`src/rtl/id_stage_if.sv`:
```
// ID/EX <-> ALU control interface.
// The decode stage (master) presents the registered ALU operands, control
// code and writeback tags; the execution stage (slave) returns its
// acceptance and the combinational ALU result of the entry it is looking at.
interface id_stage_if;
    logic        ex_valid;
    logic        ex_ready;
    logic [31:0] ex_a;
    logic [31:0] ex_b;
    logic [2:0]  ex_ctrl;
    logic [4:0]  ex_rd;
    logic        ex_we;
    logic [31:0] ex_imm;
    logic        ex_illegal;
    logic [31:0] alu_result;

    modport master (
        output ex_valid, ex_a, ex_b, ex_ctrl, ex_rd, ex_we, ex_imm, ex_illegal,
        input  ex_ready, alu_result
    );

    modport slave (
        input  ex_valid, ex_a, ex_b, ex_ctrl, ex_rd, ex_we, ex_imm, ex_illegal,
        output ex_ready, alu_result
    );
endinterface

```
`src/rtl/id_stage.sv`:
```
// id_stage: decode/issue stage of the in-order pipeline.
// Decodes one 32-bit instruction per cycle, reads two register-file ports,
// resolves operand hazards and loads the ID/EX register that drives the ALU.
// Optional feature macro: ID_FORWARD_EN
//   defined   -> EX/WB forwarding, stall only on an EX hit while EX is blocked
//   undefined -> no forwarding, stall on any EX or WB hit
module id_stage #(
    parameter logic [3:0] NOP_OPC = 4'h0
) (
    input  logic        clk,
    input  logic        rst,
    // fetch side
    input  logic        if_valid,
    input  logic [31:0] if_instr,
    output logic        if_ready,
    // register file read ports
    output logic [4:0]  rf_raddr1,
    output logic [4:0]  rf_raddr2,
    input  logic [31:0] rf_rdata1,
    input  logic [31:0] rf_rdata2,
    // writeback stage
    input  logic        wb_we,
    input  logic [4:0]  wb_rd,
    input  logic [31:0] wb_result,
    // branch resolution
    input  logic        flush,
    // ID/EX towards the ALU
    id_stage_if.master  ex
);

    // ALU control codes
    localparam logic [2:0] CTRL_ADD = 3'b000;
    localparam logic [2:0] CTRL_SUB = 3'b001;
    localparam logic [2:0] CTRL_SLT = 3'b010;
    localparam logic [2:0] CTRL_AND = 3'b011;
    localparam logic [2:0] CTRL_OR  = 3'b100;

    typedef struct packed {
        logic       issue;    // produces an ID/EX entry
        logic       illegal;  // undefined opcode
        logic [2:0] ctrl;     // ALU control code
        logic       b_imm;    // operand B is the sign-extended immediate
        logic       we;       // writes rd (before the r0 override)
        logic       use_rs2;  // rs2 is a real source operand
    } dec_t;

    // Opcode decode. The bubble opcode takes precedence so that NOP_OPC can
    // be moved onto any encoding without also flagging it illegal.
    function automatic dec_t decode(input logic [3:0] opc);
        dec_t d;
        d = '{issue: 1'b0, illegal: 1'b0, ctrl: CTRL_ADD,
              b_imm: 1'b0, we: 1'b0, use_rs2: 1'b0};
        if (opc == NOP_OPC) begin
            d.issue = 1'b0;
        end else begin
            case (opc)
                4'd1: d = '{1'b1, 1'b0, CTRL_ADD, 1'b0, 1'b1, 1'b1};
                4'd2: d = '{1'b1, 1'b0, CTRL_SUB, 1'b0, 1'b1, 1'b1};
                4'd3: d = '{1'b1, 1'b0, CTRL_AND, 1'b0, 1'b1, 1'b1};
                4'd4: d = '{1'b1, 1'b0, CTRL_OR,  1'b0, 1'b1, 1'b1};
                4'd5: d = '{1'b1, 1'b0, CTRL_ADD, 1'b1, 1'b1, 1'b0};
                4'd6: d = '{1'b1, 1'b0, CTRL_SLT, 1'b0, 1'b0, 1'b1};
                4'd0: d.issue = 1'b0;
                default: d.illegal = 1'b1;
            endcase
        end
        return d;
    endfunction

    // Source operand value. r0 is hard-wired to zero ahead of any bypass.
    function automatic logic [31:0] sel_operand(
        input logic [4:0]  src,
        input logic        ex_hit,
        input logic        wb_hit,
        input logic [31:0] rf_val,
        input logic [31:0] alu_val,
        input logic [31:0] wb_val
    );
        logic [31:0] v;
        if (src == 5'd0) begin
            v = 32'd0;
        end else if (ex_hit) begin
            v = alu_val;
        end else if (wb_hit) begin
            v = wb_val;
        end else begin
            v = rf_val;
        end
        return v;
    endfunction

    // ------------------------------------------------------------------
    // Instruction fields
    // ------------------------------------------------------------------
    logic [3:0]  opc_s;
    logic [4:0]  rd_s;
    logic [4:0]  rs1_s;
    logic [4:0]  rs2_s;
    logic [31:0] imm_s;
    dec_t        dec_s;

    assign opc_s     = if_instr[31:28];
    assign rd_s      = if_instr[27:23];
    assign rs1_s     = if_instr[22:18];
    assign rs2_s     = if_instr[17:13];
    assign imm_s     = {{19{if_instr[12]}}, if_instr[12:0]};
    assign dec_s     = decode(opc_s);

    // Register file addresses come straight from the instruction word.
    assign rf_raddr1 = rs1_s;
    assign rf_raddr2 = rs2_s;

    // ------------------------------------------------------------------
    // ID/EX pipeline register
    // ------------------------------------------------------------------
    logic        ex_valid_q,   ex_valid_d;
    logic [31:0] ex_a_q,       ex_a_d;
    logic [31:0] ex_b_q,       ex_b_d;
    logic [2:0]  ex_ctrl_q,    ex_ctrl_d;
    logic [4:0]  ex_rd_q,      ex_rd_d;
    logic        ex_we_q,      ex_we_d;
    logic [31:0] ex_imm_q,     ex_imm_d;
    logic        ex_illegal_q, ex_illegal_d;

    // ------------------------------------------------------------------
    // Hazard detection
    // ------------------------------------------------------------------
    logic use1_s, use2_s;
    logic ex_hit1_s, ex_hit2_s;
    logic wb_hit1_s, wb_hit2_s;
    logic advance_s, stall_s, accept_s;
    logic [31:0] op_a_s, op_b_s;

    // Only issuing instructions with a non-zero source register can collide.
    assign use1_s    = if_valid && dec_s.issue && (rs1_s != 5'd0);
    assign use2_s    = if_valid && dec_s.issue && dec_s.use_rs2 && (rs2_s != 5'd0);

    assign ex_hit1_s = use1_s && ex_valid_q && ex_we_q && (ex_rd_q == rs1_s);
    assign ex_hit2_s = use2_s && ex_valid_q && ex_we_q && (ex_rd_q == rs2_s);
    assign wb_hit1_s = use1_s && wb_we && (wb_rd == rs1_s);
    assign wb_hit2_s = use2_s && wb_we && (wb_rd == rs2_s);

    // The ID/EX slot is free when empty or when its entry leaves this cycle.
    assign advance_s = !ex_valid_q || ex.ex_ready;

`ifdef ID_FORWARD_EN
    // The ALU result is only valid to bypass while its entry moves on; if EX
    // is blocked the consumer must wait for it.
    assign stall_s = (ex_hit1_s || ex_hit2_s) && !ex.ex_ready;

    // Forwarded operands: EX result beats WB result beats the register file.
    always_comb begin
        op_a_s = sel_operand(rs1_s, ex_hit1_s, wb_hit1_s, rf_rdata1,
                             ex.alu_result, wb_result);
        if (dec_s.b_imm) begin
            op_b_s = imm_s;
        end else begin
            op_b_s = sel_operand(rs2_s, ex_hit2_s, wb_hit2_s, rf_rdata2,
                                 ex.alu_result, wb_result);
        end
    end
`else
    // Without bypass paths, any in-flight producer holds the consumer back
    // until the register file has been written.
    assign stall_s = ex_hit1_s || ex_hit2_s || wb_hit1_s || wb_hit2_s;

    // Register-file operands only; bypass inputs are intentionally idle.
    always_comb begin
        op_a_s = sel_operand(rs1_s, 1'b0, 1'b0, rf_rdata1, 32'd0, 32'd0);
        if (dec_s.b_imm) begin
            op_b_s = imm_s;
        end else begin
            op_b_s = sel_operand(rs2_s, 1'b0, 1'b0, rf_rdata2, 32'd0, 32'd0);
        end
    end

    logic unused_s;
    assign unused_s = ^{ex.alu_result, wb_result};
`endif

    // A flush always consumes the incoming word so fetch can redirect.
    assign if_ready = (advance_s && !stall_s) || flush;
    assign accept_s = if_valid && if_ready;

    // Next-state of the ID/EX register: flush > issue > drain > hold.
    always_comb begin
        ex_valid_d   = ex_valid_q;
        ex_a_d       = ex_a_q;
        ex_b_d       = ex_b_q;
        ex_ctrl_d    = ex_ctrl_q;
        ex_rd_d      = ex_rd_q;
        ex_we_d      = ex_we_q;
        ex_imm_d     = ex_imm_q;
        ex_illegal_d = accept_s && dec_s.illegal && !flush;
        if (flush) begin
            ex_valid_d = 1'b0;
        end else if (accept_s && dec_s.issue) begin
            ex_valid_d = 1'b1;
            ex_a_d     = op_a_s;
            ex_b_d     = op_b_s;
            ex_ctrl_d  = dec_s.ctrl;
            ex_rd_d    = rd_s;
            ex_we_d    = dec_s.we && (rd_s != 5'd0);
            ex_imm_d   = imm_s;
        end else if (advance_s) begin
            ex_valid_d = 1'b0;
        end else begin
            ex_valid_d = ex_valid_q;
        end
    end

    // ID/EX state with synchronous reset to an all-zero entry.
    always_ff @(posedge clk) begin
        if (rst) begin
            ex_valid_q   <= 1'b0;
            ex_a_q       <= 32'd0;
            ex_b_q       <= 32'd0;
            ex_ctrl_q    <= 3'd0;
            ex_rd_q      <= 5'd0;
            ex_we_q      <= 1'b0;
            ex_imm_q     <= 32'd0;
            ex_illegal_q <= 1'b0;
        end else begin
            ex_valid_q   <= ex_valid_d;
            ex_a_q       <= ex_a_d;
            ex_b_q       <= ex_b_d;
            ex_ctrl_q    <= ex_ctrl_d;
            ex_rd_q      <= ex_rd_d;
            ex_we_q      <= ex_we_d;
            ex_imm_q     <= ex_imm_d;
            ex_illegal_q <= ex_illegal_d;
        end
    end

    assign ex.ex_valid   = ex_valid_q;
    assign ex.ex_a       = ex_a_q;
    assign ex.ex_b       = ex_b_q;
    assign ex.ex_ctrl    = ex_ctrl_q;
    assign ex.ex_rd      = ex_rd_q;
    assign ex.ex_we      = ex_we_q;
    assign ex.ex_imm     = ex_imm_q;
    assign ex.ex_illegal = ex_illegal_q;

endmodule

```
`src/flat_wrapper.sv`:
```
// flat-port wrapper written by rule: the top's interface ports become plain ports
module id_stage_flat 
#(
    parameter logic [3:0] NOP_OPC = 4'h0
)
  (clk, rst, if_valid, if_instr, if_ready, rf_raddr1, rf_raddr2, rf_rdata1, rf_rdata2, wb_we, wb_rd, wb_result, flush, ex_ex_valid, ex_ex_a, ex_ex_b, ex_ex_ctrl, ex_ex_rd, ex_ex_we, ex_ex_imm, ex_ex_illegal, ex_ex_ready, ex_alu_result);
  id_stage_if ex_i ();
  input  logic clk;
  input  logic rst;
  input  logic if_valid;
  input  logic [31:0] if_instr;
  output logic if_ready;
  output logic [4:0] rf_raddr1;
  output logic [4:0] rf_raddr2;
  input  logic [31:0] rf_rdata1;
  input  logic [31:0] rf_rdata2;
  input  logic wb_we;
  input  logic [4:0] wb_rd;
  input  logic [31:0] wb_result;
  input  logic flush;
  output wire logic [$bits(ex_i.ex_valid)-1:0] ex_ex_valid;
  output wire logic [$bits(ex_i.ex_a)-1:0] ex_ex_a;
  output wire logic [$bits(ex_i.ex_b)-1:0] ex_ex_b;
  output wire logic [$bits(ex_i.ex_ctrl)-1:0] ex_ex_ctrl;
  output wire logic [$bits(ex_i.ex_rd)-1:0] ex_ex_rd;
  output wire logic [$bits(ex_i.ex_we)-1:0] ex_ex_we;
  output wire logic [$bits(ex_i.ex_imm)-1:0] ex_ex_imm;
  output wire logic [$bits(ex_i.ex_illegal)-1:0] ex_ex_illegal;
  input wire logic [$bits(ex_i.ex_ready)-1:0] ex_ex_ready;
  input wire logic [$bits(ex_i.alu_result)-1:0] ex_alu_result;
  assign ex_ex_valid = ex_i.ex_valid;
  assign ex_ex_a = ex_i.ex_a;
  assign ex_ex_b = ex_i.ex_b;
  assign ex_ex_ctrl = ex_i.ex_ctrl;
  assign ex_ex_rd = ex_i.ex_rd;
  assign ex_ex_we = ex_i.ex_we;
  assign ex_ex_imm = ex_i.ex_imm;
  assign ex_ex_illegal = ex_i.ex_illegal;
  assign ex_i.ex_ready = ex_ex_ready;
  assign ex_i.alu_result = ex_alu_result;
  id_stage #(.NOP_OPC(NOP_OPC)) u_core (.clk(clk), .rst(rst), .if_valid(if_valid), .if_instr(if_instr), .if_ready(if_ready), .rf_raddr1(rf_raddr1), .rf_raddr2(rf_raddr2), .rf_rdata1(rf_rdata1), .rf_rdata2(rf_rdata2), .wb_we(wb_we), .wb_rd(wb_rd), .wb_result(wb_result), .flush(flush), .ex(ex_i));
endmodule
```
`config.mk`:
```
export PLATFORM = sky130hd
export DESIGN_NAME = id_stage_flat
export DESIGN_NICKNAME = d
export VERILOG_FILES = /design/src/rtl/id_stage_if.sv /design/src/rtl/id_stage.sv /design/src/flat_wrapper.sv
export SDC_FILE = /design/constraint.sdc
export NUM_CORES = 1
export LEC_CHECK = 0
export CORE_MARGIN = 8
export CORE_UTILIZATION = 31
export CTS_CLUSTER_DIAMETER = 60
export DETAILED_ROUTE_END_ITERATION = 8
export PLACE_DENSITY = 0.8
export RECOVER_POWER = 25
export SETUP_SLACK_MARGIN = 0.3
export SYNTH_ARGS = -nofsm -noshare
export SYNTH_HDL_FRONTEND = slang
export SYNTH_SLANG_ARGS = --single-unit
```
`constraint.sdc`:
```
create_clock -name clk -period 3.75 [get_ports clk]
set_input_delay 0.9375 -clock clk [delete_from_list [all_inputs] [get_ports clk]]
set_output_delay 0.9375 -clock clk [all_outputs]
set_load 0.1 [all_outputs]
```
After elaboration in Yosys (flattened, before gate mapping)
Index checks and enable logic that the tools add are counted.
{"block": "op_classes", "eq_ne": 10, "muxes": 10, "bitwise": 1, "n_reduce_logical": 38}
{"cell": "2-to-1 mux 32 bit", "count": 3}
{"cell": "case mux 6 bit (6 select lines)", "count": 1}
{"cell": "equality test 5 bit", "count": 4}
{"cell": "logical AND 1 bit", "count": 20}
{"cell": "nonzero test 5 bit", "count": 3}
{"cell": "equality test 4 x 3 -> 1 bit, second input constant", "count": 3}
{"cell": "logical NOT 5 bit", "count": 2}
{"cell": "equality test 4 x 2 -> 1 bit, second input constant", "count": 2}
{"cell": "2-to-1 mux 7 bit", "count": 1}
{"cell": "OR reduction 6 bit", "count": 1}
{"cell": "logical OR 1 bit", "count": 5}
{"cell": "2-to-1 mux 1 bit", "count": 5}
{"cell": "equality test 4 x 1 -> 1 bit, second input constant", "count": 1}
{"cell": "logical NOT 4 bit", "count": 1}
{"cell": "logical NOT 1 bit", "count": 3}
{"cell": "AND reduction 2 bit", "count": 1}
{"cell": "nonzero test 2 bit", "count": 1}
{"cell": "OR reduction 2 bit", "count": 1}
{"cell": "NOT 1 bit", "count": 1}
{"block": "word_totals", "reg_bits": 88, "inputBits": 171, "out_inout_bits": 118, "wordCells": 67}

Longest topological paths before layout
{"block": "depth", "depth_word": 19, "ltp_mapped": 8, "depth_no_buf": 6}

Worst setup path before layout
Ideal clock, no wire load.
{"block": "synth_timing", "path_type": "input-to-output", "from": "input port if_instr[13]", "to": "output port if_ready", "arrival_time_ps": 3790, "t_required_ps": 2812, "slack_ps": -977, "stages": 8, "path_buffers": 2, "path_cell_list": "or4_1 nor2_1 or3b_2 o22a_1 buf_2 buf_2 nor2_1 o21bai_1"}
{"block": "synth_via", "elab_chain_len": 11, "word_cells_on_any_way": 15, "classes_between": "eq/ne: 2; reduce/logical: 13"}
{"element": "start, declared", "line": "flat_wrapper.sv:11", "rtl": "input logic [31:0] if_instr;"}
{"element": "nonzero test 5 bit", "line": "id_stage.sv:136", "rtl": "assign use2_s = if_valid && dec_s.issue && dec_s.use_rs2 && (rs2_s != 5'd0);"}
{"element": "logical AND 1 bit", "line": "id_stage.sv:136"}
{"element": "logical AND 1 bit (3 in series)", "line": "id_stage.sv:139", "rtl": "assign ex_hit2_s = use2_s && ex_valid_q && ex_we_q && (ex_rd_q == rs2_s);"}
{"element": "logical OR 1 bit (2 in series)", "line": "id_stage.sv:165", "rtl": "assign stall_s = ex_hit1_s || ex_hit2_s || wb_hit1_s || wb_hit2_s;"}
{"element": "logical OR 1 bit *", "line": "id_stage.sv:165"}
{"element": "logical NOT 1 bit *", "line": "id_stage.sv:182", "rtl": "assign if_ready = (advance_s && !stall_s) || flush;"}
{"element": "logical AND 1 bit *", "line": "id_stage.sv:182"}
{"element": "logical OR 1 bit *", "line": "id_stage.sv:182"}
{"element": "end, declared", "line": "flat_wrapper.sv:12", "rtl": "output logic if_ready;"}
Every way passes the cells marked *; elsewhere a longest branch is shown, timed or not.

Worst setup path in the final report
{"block": "layout_timing", "from": "input port if_instr[16]", "to": "output port if_ready"}
The elaborated chain is that of the path after synthesis.

==> impl_results.rst <==
.. list-table::
   :header-rows: 1

   * - Metric
     - Value
   * - Number of I/O pins
     - 289
   * - Share of the yosys chip area belonging to registers
     - 40.2%
   * - Combined area of the multi-input logic cells
     - 0.00230 mm2
   * - Kind of critical path
     - input pin to output port
   * - Hold path cells
     - 2
   * - Effective utilization at floorplan
     - 31.7%
   * - Die area
     - 0.0182 mm2
   * - # setup viols final
     - 0
   * - Average instance area after synthesis
     - 8.04 um2
   * - Slew margin rel.
     - -48.4%
   * - Upper clock frequency limit
     - 295 MHz
   * - Crit. End Element
     - output port
   * - Buffers and inverters on the worst path
     - 2
   * - Fillers
     - 1,385
   * - Total routed wirelength
     - 16,200 um
   * - Crit share post-route
     - 90.5%
   * - Worst-Margin Slew
     - 2.23 ns
   * - Vias post-DR
     - 4,587
   * - Proportion of layout cells with a drive suffix above 1
     - 10.1%
   * - Average wire per cell in the routed design
     - 17.8 um
   * - Clock Latency Late Sink
     - 0.34 ns
   * - Worst path top cell family by delay
     - simple AND/OR/NAND/NOR gates
   * - GRT Residual Overflow
     - 0
   * - RSZ-0062 raised after global routing
     - no
   * - Critical path data required time
     - 2.81 ns
   * - Number of distinct library cells after synthesis
     - 33
   * - Vias in the first global route
     - 4,455
   * - Share of the core filled with cells
     - 49.0%
   * - Final count of pins violating max slew
     - 122
   * - Number of cells on the critical path
     - 8
   * - Weighted congestion at the end of routability-driven global placement
     - 0.803
   * - H-tree depth
     - 3
   * - Total power density per cell area
     - 377 mW/mm2
   * - Area of the placeable core
     - 0.0138 mm2
   * - Number of storage elements in the synthesis netlist
     - 88
   * - Post-synth design cell area
     - 0.00438 mm2
   * - Clk slew on worst S/H paths
     - 0.06 ns
   * - CTS Hold Bufs
     - 0
   * - Top cells by area, synth
     - dfxtp_1 40%, a21oi_1 9.6%, o21ai_0 6.2%
   * - Remaining routing DRC violations
     - 0
   * - First-pass GRT wire length
     - 24,700 um
   * - Outcome
     - finished with violations
   * - Register area
     - 0.00176 mm2
   * - Type of the worst min-delay path
     - register to register
   * - ANT nets after route
     - 0
   * - Cell occurring most often along the worst timing path
     - nor2_4
   * - Time the final worst path needs with I/O delays and setup
     - 3.39 ns
   * - Setup slack of the most critical reg-to-reg path
     - 0.91 ns
   * - Worst vdd rail ir drop
     - 0.253 mV
   * - Area share of the leading cell type in the synthesized netlist
     - 40.2%
   * - Total of max-cap violations
     - 1
   * - Drt initial violations
     - 261
   * - FP Rows
     - 43
   * - Delay of the slowest critical-path stage
     - 0.50 ns
   * - Sum of negative setup slack
     - 0 ns
   * - Die span in y
     - 135 um
   * - Clock buffer depth
     - 2
   * - Leakage power
     - 0.00236 uW
   * - Arrival time at the worst endpoint
     - 2.46 ns
   * - CTS Buf Count
     - 9
   * - Count of cells along the worst register-to-register path
     - 15
   * - Post-DP HPWL
     - 11,100 um
   * - Hold Violations, Final
     - 0
   * - Via density per instance
     - 5.02
   * - Syn-to-layout area delta
     - 54.6%
   * - Setup clock skew after layout
     - 0.00891 ns
   * - Antenna violations before repair
     - 1
   * - Maximum net fanout on the critical path
     - 4
   * - Kind of start point of the critical path
     - input pin
   * - Clock tree from TritonCTS
     - done
   * - First-pass DRT Iterations
     - 4
   * - Cell type with the highest aggregate area in the netlist
     - dfxtp_1
   * - Worst-path cell chain
     - clkdlybuf4s15_2, or4_4, nor2_4, or3b_4, o22a_4, nor2_4, o21bai_4, buf_12
   * - IO Port Bufs
     - 224
   * - Die width
     - 135 um
   * - Post-synth net total
     - 716
   * - Clock sinks
     - 88
   * - Gate count of the mapped netlist
     - 545
   * - Root cell of the clock tree
     - clkbuf_16
   * - Max stage delay cell, worst path
     - or4_4
   * - Total Routing Usage GR
     - 17.0%
   * - Failing checks
     - max-capacitance violations, max-slew violations
   * - Maximum number of pins on one net before global-route repair
     - 122
   * - Syn. warnings
     - 0
   * - Number of nets in the finished design
     - 900
-- power breakdown --
group,internal (uW),total [uW],leakage (uW),switching [uW]
clock,460,824,0.000126,364
combinational,230,740,0.00152,510
sequential,970,990,0.000715,20.0
total,1660,2550,0.00236,894
-- sequential cells by signal (all words and copies together) (netlist names) --
| name | flops |
|---|---|
| u_core.ex.ex_a | 32 |
| u_core.ex.ex_b | 32 |
| u_core.ex.ex_imm | 13 |
| u_core.ex.ex_rd | 5 |
| u_core.ex.ex_ctrl | 3 |
| u_core.ex.ex_illegal | 1 |
| u_core.ex.ex_valid | 1 |
| u_core.ex.ex_we | 1 |
-- synth_stat cells --
| master | instances |
|---|---|
| a2111oi_0 | 1 |
| a211oi_1 | 32 |
| a21oi_1 | 84 |
| a32oi_1 | 2 |
| and2_1 | 1 |
| and3_1 | 1 |
| buf_1 | 5 |
| buf_2 | 11 |
| buf_4 | 30 |
| clkbuf_1 | 35 |
| dfxtp_1 | 88 |
| mux2i_1 | 1 |
| nand2_1 | 15 |
| nand2b_1 | 35 |
| nand3_1 | 52 |
| nor2_1 | 22 |
| nor2b_1 | 1 |
| nor3_1 | 5 |
| nor3b_1 | 32 |
| nor4_1 | 4 |
| nor4b_1 | 1 |
| o21a_1 | 1 |
| o21ai_0 | 54 |
| o21bai_1 | 1 |
| o22a_1 | 1 |
| o22ai_1 | 1 |
| or3_1 | 1 |
| or3_4 | 1 |
| or3b_2 | 1 |
| or4_1 | 4 |
| or4b_4 | 1 |
| xnor2_1 | 3 |
| xor2_1 | 18 |
-- cells in the final DEF, fill, tap and decap left out, drive strengths merged, types with 2 or more instances in the layout --
cell type / n
clkdlybuf4s15: 2
nor3b: 32
clkdlybuf4s50: 153
xnor2: 3
nand2b: 35
nor4: 4
nand2: 15
nor2: 22
dlygate4sd3: 11
clkbuf: 58
a21oi: 84
dfxtp: 88
dlygate4sd2: 6
xor2: 18
or4: 4
or3: 2
a32oi: 2
buf: 36
a211oi: 32
o21ai: 54
nand3: 52
nor3: 5
-- worst min-delay path: cells and delay by family, from the launching register on --
family	cells	cell delay [ns]
flops	1	0.31
compound gates	2	0.12
-- cell type report --
| type | instances | area share, % |
|---|---|---|
| Sequential cell | 88 | 26.0 |
| Clock inverter | 1 | 0.0739 |
| Timing Repair Buffer | 254 | 32.9 |
| Multi-Input combinational cell | 376 | 33.9 |
| Antenna cell | 1 | 0.0370 |
| Tap cell | 180 | 3.33 |
| Clock buffer | 13 | 3.70 |
-- path summary, 6_finish.rpt --
| path | startpoint | end |
|---|---|---|
| worst max register to register | u_core.ex.ex_rd[1] | u_core.ex.ex_b[23] |
| worst min-delay path | u_core.ex.ex_ctrl[1] | u_core.ex.ex_ctrl[1] |
| worst min register to register | u_core.ex.ex_ctrl[1] | u_core.ex.ex_ctrl[1] |
| worst max-delay path | if_instr[16] | if_ready |
-- per-stage QoR --
step | hold slack [ns] | cells | setup slack [ns] | total power (uW) | area (um2)
floorplan | 0.912 | 545 | 0.0752 | 1520 | 4430
global placement | 0.459 | 887 | -0.0633 | 1760 | 6580
detailed placement | 0.463 | 887 | -0.0459 | 1760 | 6580
CTS | 0.475 | 910 | 0.303 | 2590 | 6900
global route | 0.491 | 913 | 0.242 | 2650 | 6770
finish | 0.473 | 913 | 0.357 | 2550 | 6770
-- kinds of logic (layout without fill, tap and decap cells) --
family | after synthesis | count (layout) | synth area share [%]
compound gates | 177 | 177 | 22.5
xor+xnor | 21 | 21 | 4.20
buf+inv | 81 | 268 | 9.83
flops | 88 | 88 | 40.2
mux | 1 | 1 | 0.229
other cells | 0 | 1 | 0
simple gates | 177 | 177 | 23.0
-- metal layers --
| metal | up-vias | track usage (%) | part of all wire, % |
|---|---|---|---|
| met5 | - | 0 | 0 |
| met4 | 0 | 6.61 | 2.1 |
| met3 | 19 | 6.20 | 9.4 |
| met2 | 171 | 27.3 | 47 |
| met1 | 2121 | 20.2 | 41 |
| li1 | 2276 | - | - |
-- repair_timing --
action / in CTS / in global routing
endpoints found under the setup margin: 1 / 80
gates resized for setup: 39 / 18
setup buffers: 9 / 2
pin swaps: 11 / 10
Note: power is estimated with default switching activity, not from simulation.
